--- config.mk ---
export PLATFORM = sky130hd
export DESIGN_NAME = step_burst_scheduler
export DESIGN_NICKNAME = d
export VERILOG_FILES = /design/src/rtl/step_burst_scheduler.sv
export SDC_FILE = /design/constraint.sdc
export NUM_CORES = 1
export LEC_CHECK = 0
export CORE_ASPECT_RATIO = 0.7
export CORE_MARGIN = 8
export CORE_UTILIZATION = 60
export CTS_BUF_LIST = sky130_fd_sc_hd__clkbuf_8
export DETAILED_ROUTE_END_ITERATION = 16
export DONT_BUFFER_PORTS = 1
export GPL_TIMING_DRIVEN = 0
export HOLD_SLACK_MARGIN = 0.08
export PLACE_DENSITY = 0.76
export SETUP_SLACK_MARGIN = 0.05
export SLEW_MARGIN = 10
export SYNTH_ARGS = -nofsm -noshare
export SYNTH_HDL_FRONTEND = slang
export SYNTH_SLANG_ARGS = --single-unit
--- constraint.sdc ---
create_clock -name clk -period 1.8 [get_ports clk]
set_input_delay 0.36 -clock clk [delete_from_list [all_inputs] [get_ports clk]]
set_output_delay 0.36 -clock clk [all_outputs]
set_load 0.01 [all_outputs]
--- src/rtl/step_burst_scheduler.sv ---
// Round-robin scheduler sharing one step-driven counter between two requesters.
// Each grant issues a burst of single-cycle step pulses separated by a programmable gap.
module step_burst_scheduler #(
    parameter int LENW = 8,
    parameter int GAPW = 4
) (
    input  logic            clk,
    input  logic            rst,
    input  logic [1:0]      req,
    input  logic [LENW-1:0] len0,
    input  logic [LENW-1:0] len1,
    input  logic [GAPW-1:0] gap,
    input  logic            abort,
    output logic [1:0]      gnt,
    output logic            step,
    output logic            busy,
    output logic [1:0]      done,
    output logic            aborted,
    output logic [LENW-1:0] steps_left,
    output logic [2:0]      dbg_state
);

    typedef enum logic [2:0] {
        S_IDLE  = 3'd0,
        S_GRANT = 3'd1,
        S_STEP  = 3'd2,
        S_GAP   = 3'd3,
        S_DONE  = 3'd4
    } state_t;

    state_t          state_q, state_d;
    logic            owner_q, owner_d;
    logic            last_q, last_d;
    logic            abort_q, abort_d;
    logic [LENW-1:0] left_q, left_d;
    logic [GAPW-1:0] gap_lat_q, gap_lat_d;
    logic [GAPW-1:0] gap_cnt_q, gap_cnt_d;

    logic [1:0]      gnt_q, done_q;
    logic            step_q, busy_q, aborted_q;

    always_comb begin
        state_d   = state_q;
        owner_d   = owner_q;
        last_d    = last_q;
        abort_d   = abort_q;
        left_d    = left_q;
        gap_lat_d = gap_lat_q;
        gap_cnt_d = gap_cnt_q;
        case (state_q)
            S_IDLE: begin
                abort_d = 1'b0;
                if (req != 2'b00) begin
                    // Contention goes to whoever was not served last.
                    owner_d   = (req == 2'b11) ? ~last_q : req[1];
                    left_d    = owner_d ? len1 : len0;
                    gap_lat_d = gap;
                    state_d   = S_GRANT;
                end
            end
            S_GRANT: begin
                if (abort) begin
                    abort_d = 1'b1;
                    state_d = S_DONE;
                end else if (left_q == '0) begin
                    state_d = S_DONE;
                end else begin
                    state_d = S_STEP;
                end
            end
            S_STEP: begin
                // The pulse in this cycle is already on the wire, so it always counts.
                left_d = left_q - 1'b1;
                if (abort) begin
                    abort_d = 1'b1;
                    state_d = S_DONE;
                end else if (left_q == LENW'(1)) begin
                    state_d = S_DONE;
                end else if (gap_lat_q == '0) begin
                    state_d = S_STEP;
                end else begin
                    gap_cnt_d = gap_lat_q;
                    state_d   = S_GAP;
                end
            end
            S_GAP: begin
                if (abort) begin
                    abort_d = 1'b1;
                    state_d = S_DONE;
                end else if (gap_cnt_q == GAPW'(1)) begin
                    state_d = S_STEP;
                end else begin
                    gap_cnt_d = gap_cnt_q - 1'b1;
                end
            end
            S_DONE: begin
                last_d  = owner_q;
                abort_d = 1'b0;
                left_d  = '0;
                state_d = S_IDLE;
            end
            default: begin
                state_d = S_IDLE;
            end
        endcase
    end

    always_ff @(posedge clk or negedge rst) begin
        if (!rst) begin
            state_q   <= S_IDLE;
            owner_q   <= 1'b0;
            last_q    <= 1'b1;
            abort_q   <= 1'b0;
            left_q    <= '0;
            gap_lat_q <= '0;
            gap_cnt_q <= '0;
            gnt_q     <= 2'b00;
            step_q    <= 1'b0;
            busy_q    <= 1'b0;
            done_q    <= 2'b00;
            aborted_q <= 1'b0;
        end else begin
            state_q   <= state_d;
            owner_q   <= owner_d;
            last_q    <= last_d;
            abort_q   <= abort_d;
            left_q    <= left_d;
            gap_lat_q <= gap_lat_d;
            gap_cnt_q <= gap_cnt_d;
            // Outputs are registered from the next state so they line up with state_q.
            gnt_q     <= (state_d == S_IDLE) ? 2'b00 : (owner_d ? 2'b10 : 2'b01);
            step_q    <= (state_d == S_STEP);
            busy_q    <= (state_d != S_IDLE);
            done_q    <= (state_d == S_DONE) ? (owner_d ? 2'b10 : 2'b01) : 2'b00;
            aborted_q <= (state_d == S_DONE) && abort_d;
        end
    end

    assign gnt        = gnt_q;
    assign step       = step_q;
    assign busy       = busy_q;
    assign done       = done_q;
    assign aborted    = aborted_q;
    assign steps_left = left_q;
    assign dbg_state  = state_q;

endmodule

==> out/results.ini, run 1 <==
[run_status]
status=finished with violations
violations=setup timing

[yosys]
synth_edf_count=0
synth_top_cell_by_area=dfrtp_1
ys.warnings.count=0
synth_most_common_cell=dfrtp_1
netlist.area_leader.share_pct=43.41
ys_top_cells_by_area=dfrtp_1, mux2i_1, nor2_1
syn_nets=188
synth_seq_cells=29
netlist_instances=158
synth_common_cells=dfrtp_1, nor2_1, inv_1, mux2i_1, a21oi_1
synth_ff_type=dfrtp_1
netlist_area_sq_um=1614
yosysUniqueCellTypes=47
synthArstFlopShare_pct=100.0
avgSynthCellArea_sq_um=10.22
seq_area_frac_synth_pct=45.04

[drt]
firstDrtPassIters=4
via_per_inst=6.275
drcViolationCount=0
wirelength_um=4260
drt-initial-drc-count=136
vias=1324
wl_per_cell_um=20.19
ant_nets=0

[global_routing]
grt_pass1_wl_um=6499
grtUsageMet2_pct=27.88
grt_remaining_overflow=0
grt.met1_usage_pct=22.42
grt_busiest_layer=met2
antenna_found_initial=0
grt_use_met3_pct=9.242
grt_usage_pct=18.24
grt_max_degree=30
grt_pass1_vias=1322

[clock_network]
clock_latency_ns=0.29
cts_sinks=29
root_buffer=clkbuf_8
clock_path_buffers=2
cts_buffers=5
cts_tree=yes
h-tree-depth=2
clkTransAtPathRegs_ns=0.06

[place]
dp_slack_ns=-0.06024
dp_hpwl_um=2828
io_buffers=0
place_congestion=0.8447

[setup_path]
worstSetupStartpointType=flip-flop
arrival_ns=2.03
cp_data_required_time_ns=2.00
path_class=flip-flop to flip-flop
cp-end-kind=flip-flop
cp_max_fo=7

[sta]
finalClockSkew_ns=0.008806
fmax_ghz=0.5478
drv_slew=0
maxSlewHeadroom_pct=69.48
hold_violations=0
period_minus_slack_ns=1.825
period_share_pct=101.4
tightest_slew_ns=0.4562
rsz0062_at_grt=true
setup_violations=1
setup_ws_ns=-0.02532
hold_slack_ns=0.2265

[layout]
nets=207
n_antenna_cell=0
area_delta_synth_final_pct=22.64
drive_gt1_share_pct=33.33

[worst_hold_path]
hold_class=input pin to flip-flop

[power]
p_leak_nw=0.8648
peakVddDrop_uv=1074
powerDensity_nw_per_um2=1944

[floorplanning]
core_area_sq_um=2515
boundaryPins=43
rows=15
start_util_pct=64.18
die_y_um=59.40
die_w_um=77.99
die_area_sq_um=4632

[flow_run]
max-cap-violations=0

-- flip-flops by register name (all words and copies together), names as in the netlist --
name,flops
abort_q,1
aborted,1
busy,1
dbg_state,3
done,2
gap_cnt_q,4
gap_lat_q,4
gnt,2
last_q,1
owner_q,1
step,1
steps_left,8
-- report_power, final --
group          total [mW]  internal, mW  switching, mW
clock network       0.535         0.297          0.238
registers            1.45         0.985          0.463
logic                1.86         0.884          0.981
-- worst paths after layout --
path	to	depth (start not counted)	slack, ns	from
setup / recovery	aborted	4	-0.03	steps_left[4]
hold / removal	gap_lat_q[1]	1	0.23	gap[1]
setup reg to reg	aborted	4	-0.03	steps_left[4]
hold reg to reg	abort_q	2	0.50	abort_q
max in group asynchronous	last_q	2	1.05	rst
min in group asynchronous	steps_left[5]	2	0.51	rst
-- layout make-up --
type / count / area, sq um
plain buffers: 6 / 53.80
fillers: 160 / 535.5
repair buffers: 12 / 113.9
clock buffers: 6 / 82.58
multi-input cells: 112 / 904.6
inverters: 11 / 41.29
well taps: 34 / 42.54
flip-flops and latches: 29 / 737.0
clock inverters: 1 / 3.754
-- per-stage QoR --
stage	cells	setup TNS (ns)	cell area [sq um]	power (mW)	util (%)
floorplan	158	0	1614	2.466	-
global placement	192	-0.1512	1657	2.764	65.87
detailed placement	192	-0.1719	1657	2.839	65.87
CTS	205	0	1824	3.515	72.54
global route	211	-0.09982	1979	4.086	78.71
finish	211	-0.02532	1979	3.848	78.71
-- layout by cell type (no fill, tap or decap), drive strengths merged, types with 2 or more instances in the layout --
| master | synthesis | layout |
|---|---|---|
| nand2 | 5 | 5 |
| mux2 | 5 | 5 |
| inv | 11 | 12 |
| ha | 5 | 5 |
| or3 | 2 | 2 |
| o221ai | 2 | 2 |
| o21ai | 7 | 7 |
| buf | 5 | 15 |
| a21oi | 8 | 8 |
| nand3b | 2 | 2 |
| xnor2 | 2 | 2 |
| nor4 | 4 | 4 |
| mux2i | 9 | 9 |
| nor3 | 6 | 6 |
| clkbuf | 1 | 7 |
| or3b | 3 | 3 |
| o211ai | 2 | 2 |
| or4 | 2 | 2 |
| nand4 | 2 | 2 |
| a31oi | 2 | 2 |
| nor2 | 21 | 21 |
| o2bb2ai | 3 | 3 |
| nand3 | 2 | 2 |
| dfrtp | 28 | 28 |
| nand2b | 3 | 3 |
| a21boi | 2 | 2 |
-- timing repair --
action	in CTS	in global routing
hold endpoints to repair	29	0
endpoints found under the setup margin	14	21
hold buffers	2	0
gates resized for setup	12	24
pin swaps	2	9
setup buffers	4	6
-- worst max-delay path, stage by stage (launching register included) --
cell and delay, ns:
dfrtp_2 0.49, nor4_4 0.38, a21oi_1 0.13, or4b_4 0.59, nor3_2 0.14
-- metal layers --
layer | routed length, um | part of all wire, %
met1 | 1777 | 42
met2 | 2077 | 49
met3 | 378 | 8.9
met4 | 26 | 0.61
met5 | 0 | 0
-- cells by family (layout without fill, tap and decap cells) --
| family | Yosys count | count (layout) | share of synthesized area (%) |
|---|---|---|---|
| AO/OA/AOI/OAI | 35 | 35 | 15.12 |
| XOR/XNOR | 2 | 2 | 1.085 |
| adder cells (fa/ha/maj) | 5 | 5 | 3.876 |
| buffers and inverters | 17 | 36 | 5.658 |
| flip-flops | 29 | 29 | 45.04 |
| multiplexers | 14 | 14 | 9.070 |
| AND/OR/NAND/NOR | 56 | 56 | 20.16 |
Note: power is estimated with default switching activity, not from simulation.
==> run 2: changes to the inputs <==
--- a/config.mk
+++ b/config.mk
@@ -5,6 +5,7 @@
 export SDC_FILE = /design/constraint.sdc
 export NUM_CORES = 1
 export LEC_CHECK = 0
+export ABC_AREA = 1
 export CORE_ASPECT_RATIO = 0.7
 export CORE_MARGIN = 8
 export CORE_UTILIZATION = 60
==> run 2 against run 1 <==
Against the previous run:
- the flow now finishes without violations
- die area decreased by 0.82%
- fmax increased by 12%
- clock skew about the same
- final cell count is 22% higher
- first-iteration DRC count down 21%
- final area fell by 10%
- clock power is 9.3% higher
- sequential share of layout area increased by 3.7 points
- setup slack gained 0.20 ns
- critical path type unchanged
- critical endpoint is now gnt[0]
- highest routed layer unchanged
==> out/results.ini, run 2 <==
[run_status]
status=complete, no violations

[clock_network]
cts_setup_buffers=0
clkTransAtPathRegs_ns=0.07
clock_latency_ns=0.27
h-tree-depth=2
cts_sinks=29
clock_path_buffers=2
cts_tree=yes
root_buffer=clkbuf_8
cts_buffers=5

[power]
peakVddDrop_uv=1271
powerDensity_nw_per_um2=1944
p_leak_nw=0.9078

[place]
place_congestion=0.8460
io_buffers=0
dp_hpwl_um=2871

[yosys]
syn_nets=244
synth_edf_count=0
yosysUniqueCellTypes=23
avgSynthCellArea_sq_um=7.460
netlist_area_sq_um=1597
synth_common_cells=nand2_1, nor2_1, dfrtp_1, inv_1, o21ai_0
netlist.area_leader.share_pct=43.89
ys_top_cells_by_area=dfrtp_1, nand2_1, nor2_1
ys.warnings.count=0
synth_seq_cells=29
synthArstFlopShare_pct=100.0
synth_top_cell_by_area=dfrtp_1
synth_ff_type=dfrtp_1
netlist_instances=214
seq_area_frac_synth_pct=45.53
synth_most_common_cell=nand2_1

[layout]
layout_common_cells=nand2_1, nor2_1, inv_1, dfrtp_1, o21ai_0
fillCellCount=203
area_delta_synth_final_pct=11.44
nets=253
drive_gt1_share_pct=10.27
utilization_pct=71.28
n_antenna_cell=0
largest_reg_flops=8
final_common_cell=nand2_1

[drt]
via_per_inst=5.504
drt-initial-drc-count=107
wirelength_um=3806
drcViolationCount=0
firstDrtPassIters=4
wl_per_cell_um=14.75
vias=1420
ant_nets=0

[worst_hold_path]
hold_depth=2
worstHoldEndpoint=gap_lat_q[3]
hold_start=gap[3]
hold_class=input pin to flip-flop

[setup_path]
r2r_slack_ns=0.17
rr_endpoint=gnt[0]
cp_common_cell=nand2_1
r2r_cells=8
worstSetupStartpointType=flip-flop
arrival_ns=1.77
cp-end-kind=flip-flop
slowest_stage=dfrtp_1
regToRegStartpoint=steps_left[4]
cp_max_fo=5
path_class=flip-flop to flip-flop
cp_data_required_time_ns=1.94
max_stage_delay_ns=0.47
path_cells=nor2_1 -> nand2_1 -> inv_1 -> nand2_1 -> nand3_1 -> nand2_1 -> nor2_1 -> a21oi_1

[global_routing]
antenna_found_initial=0
grt_remaining_overflow=0
grt_max_degree=30
grt.met1_usage_pct=20.76
grt_use_met3_pct=5.455
grt_busiest_layer=met2
grt_pass1_wl_um=6403
grt_pass1_vias=1404
grt_usage_pct=17.32
grtUsageMet2_pct=28.23

[sta]
hold_violations=0
drv_slew=0
maxSlewHeadroom_pct=77.87
setup_violations=0
fmax_ghz=0.6143
rsz0062_at_grt=true
period_minus_slack_ns=1.628
period_share_pct=90.43
finalClockSkew_ns=0.008866
tns_ns=0
tightest_slew_ns=0.3294

[floorplanning]
core_area_sq_um=2496
die_area_sq_um=4594
rows=15
start_util_pct=63.96
boundaryPins=43
die_y_um=59.16
die_w_um=77.66

[flow_run]
max-cap-violations=0

-- run 2: cells by family after synthesis --
logic type      after synthesis  share of synthesized area, %
buf+inv                      30                         7.524
simple gates                108                         27.12
mux                           1                        0.7053
fa+ha+maj                     5                         3.918
xor+xnor                      2                         1.097
compound gates               39                         14.11
flops                        29                         45.53
-- run 2: through the flow --
step | cell area (sq um) | cells | power [mW] | hold WS, ns | worst slack, ns
2_1_floorplan | 1597 | 214 | 2.451 | 0.06441 | 0.3875
3_3_place_gp | 1639 | 248 | 2.739 | 0.06510 | 0.1728
3_5_place_dp | 1639 | 248 | 2.820 | 0.06510 | 0.1385
4_1_cts | 1770 | 258 | 3.457 | 0.1916 | 0.1054
5_1_grt | 1779 | 258 | 3.772 | 0.1914 | 0.03498
6_report | 1779 | 258 | 3.460 | 0.1978 | 0.1723
-- run 2: layout make-up --
class | instances | area (sq um) | area share (%)
buffer | 1 | 11.26 | 0.6329
clock buffer | 7 | 96.34 | 5.415
clock inverter | 1 | 5.005 | 0.2813
inverter | 29 | 108.9 | 6.118
multi-input combinational | 155 | 757.0 | 42.55
sequential | 29 | 728.2 | 40.93
tap | 34 | 42.54 | 2.391
timing repair buffer | 2 | 30.03 | 1.688
-- run 2: timing repair --
item | CTS | global route
hold buffers | 2 | 0
gates resized for setup | 0 | 4
endpoints found under the setup margin | 0 | 10
hold endpoints to repair | 29 | 0
-- run 2: critical path, delay by kind of cell (launching register included) --
kind	cells	cell delay, ns
buf+inv	1	0.07
compound gates	1	0.09
flops	1	0.47
simple gates	6	0.87
-- run 2: worst max path at each step --
stage,startpoint,endpoint,slack [ns],depth (start not counted)
after floorplan,steps_left[0],gnt[0],0.39,7
after global placement,steps_left[4],gnt[0],0.17,6
after detailed placement,steps_left[4],gnt[0],0.14,6
after CTS,steps_left[4],gnt[0],0.11,6
after global routing,steps_left[4],gnt[0],0.03,8
final,steps_left[4],gnt[0],0.17,8
-- run 2: power breakdown --
part	switching, mW	internal [mW]
clock network	0.240	0.345
logic	0.991	0.533
registers	0.372	0.978
total	1.60	1.86
-- run 2: per-layer routing --
layer,up-vias,wire length (um)
met2,50,1902
li1,698,-
met1,668,1573
met3,4,297
met4,0,34
met5,-,0
